**src/rtl/lr35902_dbg_arb.sv**
```systemverilog
// Round-robin owner of the CPU debug-injection port for NUM_REQ masters.
// Keeps the CPU halted in a guard gap between owners and takes the port back from an owner that holds it too long.
module lr35902_dbg_arb #(
  parameter int NUM_REQ  = 2,
  parameter int GUARD    = 4,
  parameter int MAX_HOLD = 255
) (
  input  logic                   cpu_clk,
  input  logic                   reset,
  input  logic [NUM_REQ-1:0]     i_req,
  input  logic [8*NUM_REQ-1:0]   i_req_data,
  input  logic [NUM_REQ-1:0]     i_req_drv,
  input  logic [NUM_REQ-1:0]     i_req_halt,
  input  logic [NUM_REQ-1:0]     i_req_no_inc,
  output logic [NUM_REQ-1:0]     o_gnt,
  output logic [7:0]             o_data,
  output logic                   o_drv,
  output logic                   o_halt,
  output logic                   o_no_inc,
  output logic [1:0]             o_owner,
  output logic                   o_busy
);

  typedef enum logic [1:0] {S_IDLE = 2'd0, S_OWN = 2'd1, S_HAND = 2'd2} state_t;

  localparam logic [7:0] LP_MAX_HOLD = 8'(MAX_HOLD);
  localparam logic [3:0] LP_GUARD    = 4'(GUARD);
  localparam logic [1:0] LP_RR_INIT  = 2'(NUM_REQ - 1);

  state_t             r_state, w_state_next;
  logic [1:0]         r_owner, w_owner_next;
  logic [1:0]         r_rr, w_rr_next;
  logic [NUM_REQ-1:0] r_gnt, w_gnt_next;
  logic [7:0]         r_data, w_data_next;
  logic               r_drv, w_drv_next;
  logic               r_halt, w_halt_next;
  logic               r_no_inc, w_no_inc_next;
  logic [7:0]         r_hold, w_hold_next;
  logic [3:0]         r_guard, w_guard_next;
  logic [3:0]         r_revoked, w_revoked_next;

  logic [3:0]         w_req4, w_drv4, w_halt4, w_no_inc4;
  logic [7:0]         w_dat4 [0:3];
  logic [3:0]         w_cand, w_owner_bit, w_pick_bit;
  logic [1:0]         w_pick;
  logic               w_any, w_others, w_own_req, w_revoke;
  logic [7:0]         w_hold_inc;

  // Pad requester vectors to four slots so every lookup is indexed by the 2-bit owner.
  generate
    for (genvar gi = 0; gi < 4; gi++) begin : g_pad
      if (gi < NUM_REQ) begin : g_used
        assign w_req4[gi]    = i_req[gi];
        assign w_drv4[gi]    = i_req_drv[gi];
        assign w_halt4[gi]   = i_req_halt[gi];
        assign w_no_inc4[gi] = i_req_no_inc[gi];
        assign w_dat4[gi]    = i_req_data[8*gi +: 8];
      end else begin : g_unused
        assign w_req4[gi]    = 1'b0;
        assign w_drv4[gi]    = 1'b0;
        assign w_halt4[gi]   = 1'b0;
        assign w_no_inc4[gi] = 1'b0;
        assign w_dat4[gi]    = 8'h00;
      end
    end
  endgenerate

  function automatic logic [1:0] f_pick(input logic [3:0] cand, input logic [1:0] base);
    logic [1:0] v_sel;
    int         v_idx;
    v_sel = base;
    for (int k = NUM_REQ; k >= 1; k--) begin
      v_idx = int'(base) + k;
      if (v_idx >= NUM_REQ) v_idx = v_idx - NUM_REQ;
      if (cand[2'(v_idx)]) v_sel = 2'(v_idx);
    end
    return v_sel;
  endfunction

  // The hold counter also runs while the owner drives, so revocation fires as soon as driving stops.
  always_comb begin
    w_cand      = w_req4 & ~r_revoked;
    w_pick      = f_pick(w_cand, r_rr);
    w_pick_bit  = 4'b0001 << w_pick;
    w_owner_bit = 4'b0001 << r_owner;
    w_any       = |w_cand;
    w_others    = |(w_cand & ~w_owner_bit);
    w_own_req   = w_req4[r_owner];
    w_hold_inc  = (r_hold == 8'hFF) ? r_hold : r_hold + 8'd1;
    w_revoke    = (MAX_HOLD != 0) && (r_state == S_OWN) && w_own_req && w_others &&
                  !w_drv4[r_owner] && (w_hold_inc >= LP_MAX_HOLD);
  end

  always_ff @(posedge cpu_clk) begin
    if (reset) begin
      r_state   <= S_IDLE;
      r_owner   <= 2'd0;
      r_rr      <= LP_RR_INIT;
      r_gnt     <= '0;
      r_data    <= 8'h00;
      r_drv     <= 1'b0;
      r_halt    <= 1'b0;
      r_no_inc  <= 1'b0;
      r_hold    <= 8'd0;
      r_guard   <= 4'd0;
      r_revoked <= 4'd0;
    end else begin
      r_state   <= w_state_next;
      r_owner   <= w_owner_next;
      r_rr      <= w_rr_next;
      r_gnt     <= w_gnt_next;
      r_data    <= w_data_next;
      r_drv     <= w_drv_next;
      r_halt    <= w_halt_next;
      r_no_inc  <= w_no_inc_next;
      r_hold    <= w_hold_next;
      r_guard   <= w_guard_next;
      r_revoked <= w_revoked_next;
    end
  end

  always_comb begin
    w_state_next   = r_state;
    w_owner_next   = r_owner;
    w_rr_next      = r_rr;
    w_gnt_next     = r_gnt;
    w_data_next    = r_data;
    w_drv_next     = r_drv;
    w_halt_next    = r_halt;
    w_no_inc_next  = r_no_inc;
    w_hold_next    = r_hold;
    w_guard_next   = r_guard;
    w_revoked_next = (r_revoked & w_req4) | (w_revoke ? w_owner_bit : 4'b0000);
    case (r_state)
      S_IDLE: begin
        if (w_any) begin
          w_state_next = S_OWN;
          w_owner_next = w_pick;
          w_rr_next    = w_pick;
          w_gnt_next   = w_pick_bit[NUM_REQ-1:0];
          w_hold_next  = 8'd0;
        end
      end
      S_OWN: begin
        if (!w_own_req) begin
          w_gnt_next  = '0;
          w_drv_next  = 1'b0;
          w_data_next = 8'h00;
          w_hold_next = 8'd0;
          if (r_halt) begin
            w_state_next = S_HAND;
            w_guard_next = LP_GUARD;
          end else begin
            w_state_next  = S_IDLE;
            w_no_inc_next = 1'b0;
          end
        end else if (w_revoke) begin
          w_state_next = S_HAND;
          w_guard_next = LP_GUARD;
          w_gnt_next   = '0;
          w_drv_next   = 1'b0;
          w_data_next  = 8'h00;
          w_halt_next  = 1'b1;
          w_hold_next  = 8'd0;
        end else begin
          w_data_next   = w_dat4[r_owner];
          w_drv_next    = w_drv4[r_owner];
          w_halt_next   = w_halt4[r_owner];
          w_no_inc_next = w_no_inc4[r_owner];
          w_hold_next   = w_others ? w_hold_inc : 8'd0;
        end
      end
      S_HAND: begin
        if (r_guard <= 4'd1) begin
          if (w_any) begin
            // Halt stays asserted across the grant; the new owner's controls arrive next cycle.
            w_state_next = S_OWN;
            w_owner_next = w_pick;
            w_rr_next    = w_pick;
            w_gnt_next   = w_pick_bit[NUM_REQ-1:0];
            w_hold_next  = 8'd0;
          end else begin
            w_state_next  = S_IDLE;
            w_halt_next   = 1'b0;
            w_no_inc_next = 1'b0;
          end
        end else begin
          w_guard_next = r_guard - 4'd1;
        end
      end
      default: w_state_next = S_IDLE;
    endcase
  end

  always_comb begin
    o_gnt    = r_gnt;
    o_data   = r_data;
    o_drv    = r_drv;
    o_halt   = r_halt;
    o_no_inc = r_no_inc;
    o_owner  = r_owner;
    o_busy   = (r_state != S_IDLE);
  end

endmodule

```
**config.mk**
```make
export PLATFORM = sky130hd
export DESIGN_NAME = lr35902_dbg_arb
export DESIGN_NICKNAME = d
export VERILOG_FILES = /design/src/rtl/lr35902_dbg_arb.sv
export SDC_FILE = /design/constraint.sdc
export NUM_CORES = 1
export LEC_CHECK = 0
export ABC_AREA = 1
export CAP_MARGIN = 20
export CORE_MARGIN = 2
export CORE_UTILIZATION = 55
export CTS_CLUSTER_DIAMETER = 150
export DETAILED_ROUTE_END_ITERATION = 10
export DONT_BUFFER_PORTS = 1
export GPL_TIMING_DRIVEN = 0
export PLACE_DENSITY = 0.77
export SETUP_SLACK_MARGIN = 0.2
export SLEW_MARGIN = 20
export SYNTH_ARGS = -nofsm -noshare
export SYNTH_HDL_FRONTEND = slang
export SYNTH_SLANG_ARGS = --single-unit
```
**constraint.sdc**
```tcl
create_clock -name cpu_clk -period 4.2 [get_ports cpu_clk]
set_clock_uncertainty 0.05 [all_clocks]
set_input_delay 0.42 -clock cpu_clk [delete_from_list [all_inputs] [get_ports cpu_clk]]
set_output_delay 0.42 -clock cpu_clk [all_outputs]
set_load 0.005 [all_outputs]
```
Yosys cells after proc, flatten, opt, wreduce, memory -nomap -nowiden
Index checks and enable logic that the tools add are counted.
W data, S select, Z words.
- $add $sub $neg: 6
- $lt $le $gt $ge: 8
- equality and inequality tests: 12
- shifts and indexed selects: 2
- muxes and demuxes: 65
- bitwise logic cells: 7
- reductions and logical operators: 19
- operator list (operator ; number):
    $mux W8 ; 10
    $mux W2 ; 17
    $pmux W8 S3 ; 1
    $mux W4 ; 5
    $mux W1 ; 18
    $bmux W8 S2 ; 1
    $bmux W1 S2 ; 6
    $ne A3 B3 Y1 const B ; 4
    $pmux W2 S3 ; 2
    $ne A2 B2 Y1 const B ; 5
    $add A8 B1 Y8 const B ; 1
    $eq A8 B8 Y1 const B ; 1
    $ge A8 B8 Y1 const B ; 1
    $lt A2 B4 Y1 const B ; 2
    $not A4 Y4 ; 2
    $pmux W2 S2 ; 2
    $pmux W4 S2 ; 1
    $reduce_and A4 Y1 ; 2
    $reduce_or A4 Y1 ; 2
    $ge A3 B2 Y1 const B ; 2
    $reduce_and A3 Y1 ; 2
    $reduce_bool A2 Y1 ; 3
    $reduce_and A5 Y1 ; 1
    $and A2 B4 Y4 ; 1
    21 further kinds ; 27
- register bits after elaboration: 35
- input bits: 26
- word-level logic and storage cells: 130

Depth between registers and ports, before layout
Gate-level depths: netlist (run 1).
- word-level depth: 12
- depth in mapped cells: 16
- mapped depth without buffers: 14

Worst setup path after synthesis (run 1)
No wires, ideal clock.
- path kind: reg-to-reg
- start point: reg r_hold[0]
- end point: reg r_gnt[1], in the netlist o_gnt[1]
- library setup time: 0.132 ns
- arrival: 1.630 ns
- path slack: 2.388 ns
- cell stages (with the launch flop): 15
- buffers on the path: 2
- clock period less this slack: 1.812 ns
- cells stage by stage: dfxtp_1 > ha_1 > nand2_2 > nor2_4 > nand2_2 > buf_6 > nand2_1 > nand3_1 > nor2_1 > nand3_1 > nand2_2 > buf_6 > nand2_1 > nand2_1 > a21oi_1
- cells in the longest elaborated chain, start to end: 6
- RTL lines (item ; line ; text):
    start, declared ; 38 ; logic [7:0] r_hold, w_hold_next;
    start signal, assigned ; 116 ; r_hold <= w_hold_next;
    $add A8 B1 Y8 / $eq A8 B8 Y1 (equally long branches) ; 89 ; w_hold_inc = (r_hold == 8'hFF) ? r_hold : r_hold + 8'd1;
    $mux W8 (*) ; 89 ;
    $ge A8 B8 Y1 (*) ; 91 ; !w_drv4[r_owner] && (w_hold_inc >= LP_MAX_HOLD);
    $logic_and A1 B1 Y1 (*) ; 91 ;
    $ne A3 B3 Y1 (no source line) (*) ; n/a ;
    $reduce_and A3 Y1 (no source line) (*) ; n/a ;
    end signal, assigned ; 111 ; r_gnt <= w_gnt_next;
    end, declared ; 33 ; logic [NUM_REQ-1:0] r_gnt, w_gnt_next;
Every way passes the cells marked *; elsewhere a longest branch is shown, timed or not.
A chain may end at the register's enable or synchronous reset.

Worst setup path in the final report (run 1)
- start point: reg r_hold[0]
- end point: reg r_guard[2]
- cells in the longest elaborated chain, start to end: 6
- RTL lines (item ; line ; text):
    $add A8 B1 Y8 / $eq A8 B8 Y1 (equally long branches) ; 89 ;
    $mux W8 (*) ; 89 ;
    $ge A8 B8 Y1 (*) ; 91 ;
    $logic_and A1 B1 Y1 (*) ; 91 ;
    $ne A3 B3 Y1 (no source line) (*) ; n/a ;
    $reduce_and A4 Y1 (no source line) (*) ; n/a ;
    end signal, assigned ; 117 ; r_guard <= w_guard_next;
    end, declared ; 39 ; logic [3:0] r_guard, w_guard_next;
Marks and branches as above.

==> results of run 1 <==
per-layer routing:
| metal | share of wire | global-route usage | vias up |
|---|---|---|---|
| li1 | - | - | 963 |
| met1 | 0.46 | 0.305 | 825 |
| met2 | 0.46 | 0.372 | 56 |
| met3 | 0.070 | 0.0631 | 6 |
| met4 | 0.015 | 0.0833 | 0 |
| met5 | 0 | 0 | - |
placed cells by master (no fill, tap or decap):
cell | Yosys | routed
nor2_4 | 1 | 1
nand4_1 | 2 | 2
a21oi_1 | 32 | 32
clkbuf_8 | 0 | 2
dfxtp_1 | 32 | 32
clkbuf_4 | 0 | 5
nand3_2 | 1 | 1
clkbuf_1 | 6 | 6
o211ai_1 | 1 | 1
a22o_1 | 10 | 10
nor2_2 | 1 | 1
inv_1 | 34 | 34
ha_1 | 3 | 3
nand2_1 | 97 | 97
o21ai_0 | 6 | 6
nand3b_1 | 1 | 1
bufinv_16 | 0 | 1
buf_6 | 3 | 3
and2_1 | 2 | 2
a311oi_1 | 1 | 1
or2_2 | 2 | 2
nand2_2 | 4 | 4
o21bai_1 | 1 | 1
inv_2 | 1 | 1
nor2_1 | 23 | 23
a31oi_1 | 2 | 2
buf_4 | 1 | 1
nand3_1 | 22 | 22
xnor2_1 | 2 | 2
nand2_4 | 1 | 1
nor3_1 | 1 | 1
or3_1 | 1 | 1
cell families after synthesis:
| group | count (synthesis) |
|---|---|
| compound gates | 53 |
| xor+xnor | 2 |
| flops | 32 |
| simple gates | 159 |
| fa+ha+maj | 3 |
| buf+inv | 45 |
how the worst min path moves through the flow:
stage,to
after floorplan,r_revoked[1]
after global placement,r_revoked[1]
after detailed placement,r_revoked[1]
after CTS,r_revoked[1]
after global routing,r_revoked[0]
final,r_revoked[1]
power by group through the flow:
stage	registers, uW	logic, uW	clock network [uW]
final	336	138	271
after CTS	336	138	277
after global placement	343	135	0
after floorplan	339	111	0
after global routing	339	158	288
after detailed placement	343	137	0
through the flow:
| stage | hold slack [ns] | power [uW] | cells | util |
|---|---|---|---|---|
| floorplan | 0.394 | 450 | 294 | - |
| global placement | 0.406 | 478 | 340 | 0.587 |
| detailed placement | 0.405 | 480 | 340 | 0.587 |
| CTS | 0.140 | 751 | 348 | 0.616 |
| global route | 0.132 | 785 | 348 | 0.616 |
| finish | 0.148 | 745 | 348 | 0.616 |
final cells by class:
| cell class | instances | area [um^2] |
|---|---|---|
| Clock buffer | 7 | 65.1 |
| Buffer | 10 | 63.8 |
| Tap cell | 46 | 57.6 |
| Clock inverter | 1 | 30.0 |
| Sequential cell | 32 | 641 |
| Multi-Input combinational cell | 217 | 1050 |
| Inverter | 35 | 131 |
| Fill cell | 332 | 1270 |
state kept, by name, indices dropped and copies added, names as in the netlist, 2 cells and up:
signal     cells
r_revoked      2
o_gnt          2
r_guard        4
r_hold         8
o_owner        2
r_state        2
o_data         8
worst max-delay path: cells and delay by family (launching register included):
family,cells,cell delay [ns]
flops,1,0.43
compound gates,1,0.06
buf+inv,2,0.29
fa+ha+maj,1,0.22
simple gates,10,0.89
==> results.md, run 1 <==
- Unrepaired setup endpoints after global routing: false
- EDFF count, synth: 0
- Final HPWL DP: 3190 um
- Setup violators final: 0
- Maximum single-stage delay on the critical path: 0.43 ns
- Remaining DRCs: 0
- Hold Path Depth: 2
- Later-pin clock latency in the skew report: 0.36 ns
- Slowest CP cell: dfxtp_1
- Tcrit/Tclk final: 0.501
- DRT iter0 DRCs: 111
- Total Nets Final: 330
- Hold Crit Start: i_req[1]
- Worst Slack Setup Final: 2.10 ns
- Fin. max-slew vios: 0
- Placeable Area: 3310 um^2
- Slew margin rel.: 0.677
- Crit path cell chain: ha_1, nand2_2, nor2_4, nand2_2, buf_6, nand2_1, nand2_1, nor2_1, nand3_1, nand2_2, buf_6, nand2_4, nand2_1, a21oi_1
- Critical Path RT: 4.36 ns
- Site Rows: 21
- Hold buffer count at cts: 0
- Mux share of post-synthesis cell area: 0
- Net Sw Frac: 0.290
- Ys Warns: 0
- Post-DRT Antenna Nets: 0
- Share of post-route cells with drive strength above 1: 0.0762
- Die area: 3910 um^2
- Status: complete, no violations
- VDD IR max: 234 uV
- Pwr/cell area: 365 nW/um^2
- Mapped Cells: 294
- Root buf cell: clkbuf_4
- Synth Area in XOR/XNOR: 0.00929
- Tmin final: 2.10 ns
- Num ports: 42
- Worst R2R Start: r_hold[0]
- Post-Route WL: 4260 um
- Clk slew on worst S/H paths: 0.12 ns
- Commonest cells in the netlist: nand2_1 (97), inv_1 (34), a21oi_1 (32), dfxtp_1 (32), nor2_1 (23)
- Worst setup path endpoint: r_guard[2]
- Worst Max-Slew Pin Slew: 0.485 ns
- Ys flop type: dfxtp_1
- Total grt overflow: 0
- Largest family of logic cells by synthesized area: simple AND/OR/NAND/NOR gates
- Hold Crit Class: in -> reg
- Worst Setup Start Kind: register
- Input/output buffers: 0
- Adder-cell share of the synthesized area: 0.0199
- CP endpoint kind: register
- Crit path arrival time: 2.26 ns
- Vias in the first global route: 1636
- Post-synth cell types: 29
- Die H: 62.6 um
- Setup slack, reg-to-reg: 2.10 ns
- Aggregate global-route resource usage: 0.234
- Seq cells post-synth: 32
- Setup TNS: 0 ns
- Max-cap violations: 0
- Worst Setup SP: r_hold[0]
- Post-synth top area share: 0.340
- Setup bufs post-CTS: 0
- Simple-gate share of the synthesized area: 0.361
- Place WS: 2.14 ns
- Mapped cell area: 1890 um^2
- Initial antenna violation count: 0
- Ys async rst share: 0
- Cell Area, Placed: 1940 um^2
- Pin count of the biggest net entering global routing: 11
- Die width: 62.6 um
- RePlAce Congestion: 0.916
- Seq/Total Area, Yosys: 0.340
- Area grow syn2layout: 8.10%
- Kind of critical path: reg -> reg
- DR vias: 1850
- Vias per cell: 5.32
- CTS Buf Count: 5
- Leakage: 0.000896 uW
- Routed len/inst: 12.2 um
- Reg2Reg Depth: 14
- Post-synth top area cell: dfxtp_1
- Sequential group share of total power: 0.451
- R2r endpoint: r_guard[2]
- Int Pwr: 528 uW
- Synth area leaders: dfxtp_1 (34%), nand2_1 (19%), a21oi_1 (8.5%)
- Worst-path maximum fanout: 10
- H-tree lvl count: 2
- Gate power share: 0.185
- Clk pwr share: 0.364
- Compound-gate portion of the synthesized area: 0.167
- TritonCTS Sinks: 32
- FMAX: 476 MHz
- Count leader, synth: nand2_1
- Final non-filler cell area: 2040 um^2
- CTS max path bufs: 2
- Mean Syn Cell Area: 6.41 um^2
- Sw power: 216 uW
- CTS tree: done
- N_diodes: 0
- Syn_nets: 323
- Post-CTS sizing: 0
- Global-route wire length before repair: 7330 um
- 1st-pass router iterations: 4
- Number of hold violations in the final report: 0
- Initial Utilization: 0.570
Note: power is estimated with default switching activity, not from simulation.
==> run 2, diff against run 1 <==
Clock period 4.2 ns to 2.1 ns, I/O delays scaled along.
==> results.md, run 2 (same netlist as run 1, synthesis figures left out) <==
- Share of post-route cells with drive strength above 1: 0.236 (+0.160)
- CTS max path bufs: 2 (unchanged)
- DR vias: 2035 (+10%)
- # fillers: 266 (-20%)
- Unrepaired setup endpoints after global routing: true
- Crit path arrival time: 2.20 ns (-0.06 ns)
- Most frequent cells in the layout: nand2_1 (82), inv_1 (32), a21oi_1 (30), dfxtp_1 (27), nand3_1 (19)
- Final Power: 1570 uW (+110%)
- Crit path cell chain: ha_4, nand2_4, buf_4, inv_1, nand4_1, nand2_1, nand2_2, nor2_2, nand3_1, nand2_2, buf_6, nand3_1, a21oi_2
- Area grow syn2layout: 26.5%
- CTS Buf Count: 5 (unchanged)
- Place WS: 0.0366 ns (-2.10 ns)
- Cell Area, Placed: 1940 um^2 (unchanged)
- Worst Setup Start Kind: register
- Initial antenna violation count: 0 (unchanged)
- Leakage: 0.00103 uW (+15%)
- Worst Max-Slew Pin Slew: 0.532 ns (+0.0467 ns)
- Site Rows: 21 (unchanged)
- Input/output buffers: 0 (unchanged)
- Maximum single-stage delay on the critical path: 0.40 ns (-0.03 ns)
- Vias in the first global route: 1767 (+8.0%)
- Footprint of the multi-input gates: 1180 um^2 (+13%)
- Die H: 62.6 um (unchanged)
- Num ports: 42 (unchanged)
- R2r endpoint: r_guard[2]
- Root buf cell: clkbuf_4
- Hold Crit Class: in -> reg
- Max-cap violations: 0 (unchanged)
- Placeable Area: 3310 um^2 (unchanged)
- Setup TNS: 0 ns (unchanged)
- VDD IR max: 437 uV (+87%)
- Status: complete, no violations
- Most common library cell in the layout ignoring fill and taps: nand2_1
- Remaining DRCs: 0 (unchanged)
- Total Nets Final: 350 (+6.1%)
- Kind of critical path: reg -> reg
- CP endpoint kind: register
- 1st-pass router iterations: 4 (unchanged)
- Tmin final: 1.98 ns (-0.128 ns)
- RePlAce Congestion: 0.916 (unchanged)
- Routed len/inst: 14.1 um (+15%)
- Final Non-Filler Cells: 368 (+5.7%)
- DRT iter0 DRCs: 201 (+81%)
- Post-DRT Antenna Nets: 0 (unchanged)
- TritonCTS Sinks: 32 (unchanged)
- Slowest CP cell: dfxtp_4
- Die area: 3910 um^2 (unchanged)
- Later-pin clock latency in the skew report: 0.37 ns (about the same)
- Total grt overflow: 0 (unchanged)
- FMAX: 506 MHz (+6.5%)
- Critical Path RT: 2.33 ns (-2.03 ns)
- Initial Utilization: 0.570 (unchanged)
- Vias per cell: 5.53 (+4.0%)
- Fin. max-slew vios: 0 (unchanged)
- Reg2Reg Depth: 13 (-1)
- Post-Place Cells: 340 (unchanged)
- Worst Setup SP: r_hold[0]
- H-tree lvl count: 2 (unchanged)
- Pin count of the biggest net entering global routing: 11 (unchanged)
- Worst R2R Start: r_hold[0]
- Min-Delay Endpoint: o_halt
- Worst-path maximum fanout: 5 (-5)
- Number of hold violations in the final report: 0 (unchanged)
- Setup violators final: 0 (unchanged)
- Final non-filler cell area: 2380 um^2 (+17%)
- Final HPWL DP: 3190 um (unchanged)
- Hold Path Depth: 3 (+1)
- Pwr/cell area: 657 nW/um^2 (+80%)
- Slew margin rel.: 0.646 (-0.0311)
- Register area: 649 um^2 (+1.4%)
- Global-route wire length before repair: 8160 um (+11%)
- Worst Slack Setup Final: 0.125 ns (-1.97 ns)
- Die width: 62.6 um (unchanged)
- Setup slack, reg-to-reg: 0.12 ns (-1.97 ns)
- Aggregate global-route resource usage: 0.262 (+0.0281)
- Tcrit/Tclk final: 0.941 (+0.440)
- CTS tree: done
- Post-Route WL: 5180 um (+22%)
- Hold Crit Start: i_req_halt[0]
- Clk slew on worst S/H paths: 0.13 ns (about the same)
- N_diodes: 0 (unchanged)
-- run 2: cell count changes in the layout (fill, tap and decap cells not counted), sizes merged --
| cell | change |
|---|---|
| clkbuf | +1 |
| dlygate4sd3 | +3 |
| buf | +16 |
-- run 2: critical path: cells and delay by family (launching register included) --
family	cells	cell delay [ns]
AND/OR/NAND/NOR	8	0.75
flip-flops	1	0.40
buffers and inverters	3	0.37
adder cells (fa/ha/maj)	1	0.15
AO/OA/AOI/OAI	1	0.15
-- run 2: worst max-delay path by stage --
stage                  to  slack [ns]  depth (start not counted)
6_report       r_guard[2]        0.12                         13
3_5_place_dp    r_hold[5]        0.04                         14
3_3_place_gp    o_data[0]        0.05                         14
2_1_floorplan    o_gnt[1]        0.29                         14
4_1_cts        r_guard[2]        0.18                         14
5_1_grt        r_guard[1]        0.03                         15
-- run 2: metal layers --
metal | share of wire | global-route usage
met1 | 0.42 | 0.344
met2 | 0.48 | 0.417
met3 | 0.086 | 0.0685
met4 | 0.016 | 0.0917
met5 | 0 | 0
-- run 2: layout make-up --
type | instances | share of cell area
tap | 46 | 0.0241
inverter | 35 | 0.0561
clock buffer | 7 | 0.0273
clock inverter | 1 | 0.0126
buffer | 10 | 0.0299
multi-input combinational | 217 | 0.496
sequential | 32 | 0.272
timing repair buffer | 20 | 0.0818
-- run 2: repair_timing --
item	4_1_cts	5_1_grt
gates cloned	1	1
setup buffers	12	3
hold buffers	3	0
gates resized for setup	22	30
endpoints found under the hold margin	4	0
pin swaps	9	17
endpoints found under the setup margin	28	28
-- run 2: power by group --
part / leakage [uW] / switching, uW / internal, uW / total [uW]
Sequential: 0.000263 / 31.5 / 641 / 673
Clock: 0.0000515 / 234 / 316 / 550
Combinational: 0.000715 / 205 / 138 / 343
-- run 2: per-stage QoR --
| step | hold slack [ns] | util |
|---|---|---|
| after floorplan | 0.300 | - |
| after detailed placement | 0.307 | 0.587 |
| after global placement | 0.309 | 0.587 |
| after global routing | 0.101 | 0.720 |
| after CTS | 0.0638 | 0.679 |
| final | 0.0668 | 0.720 |
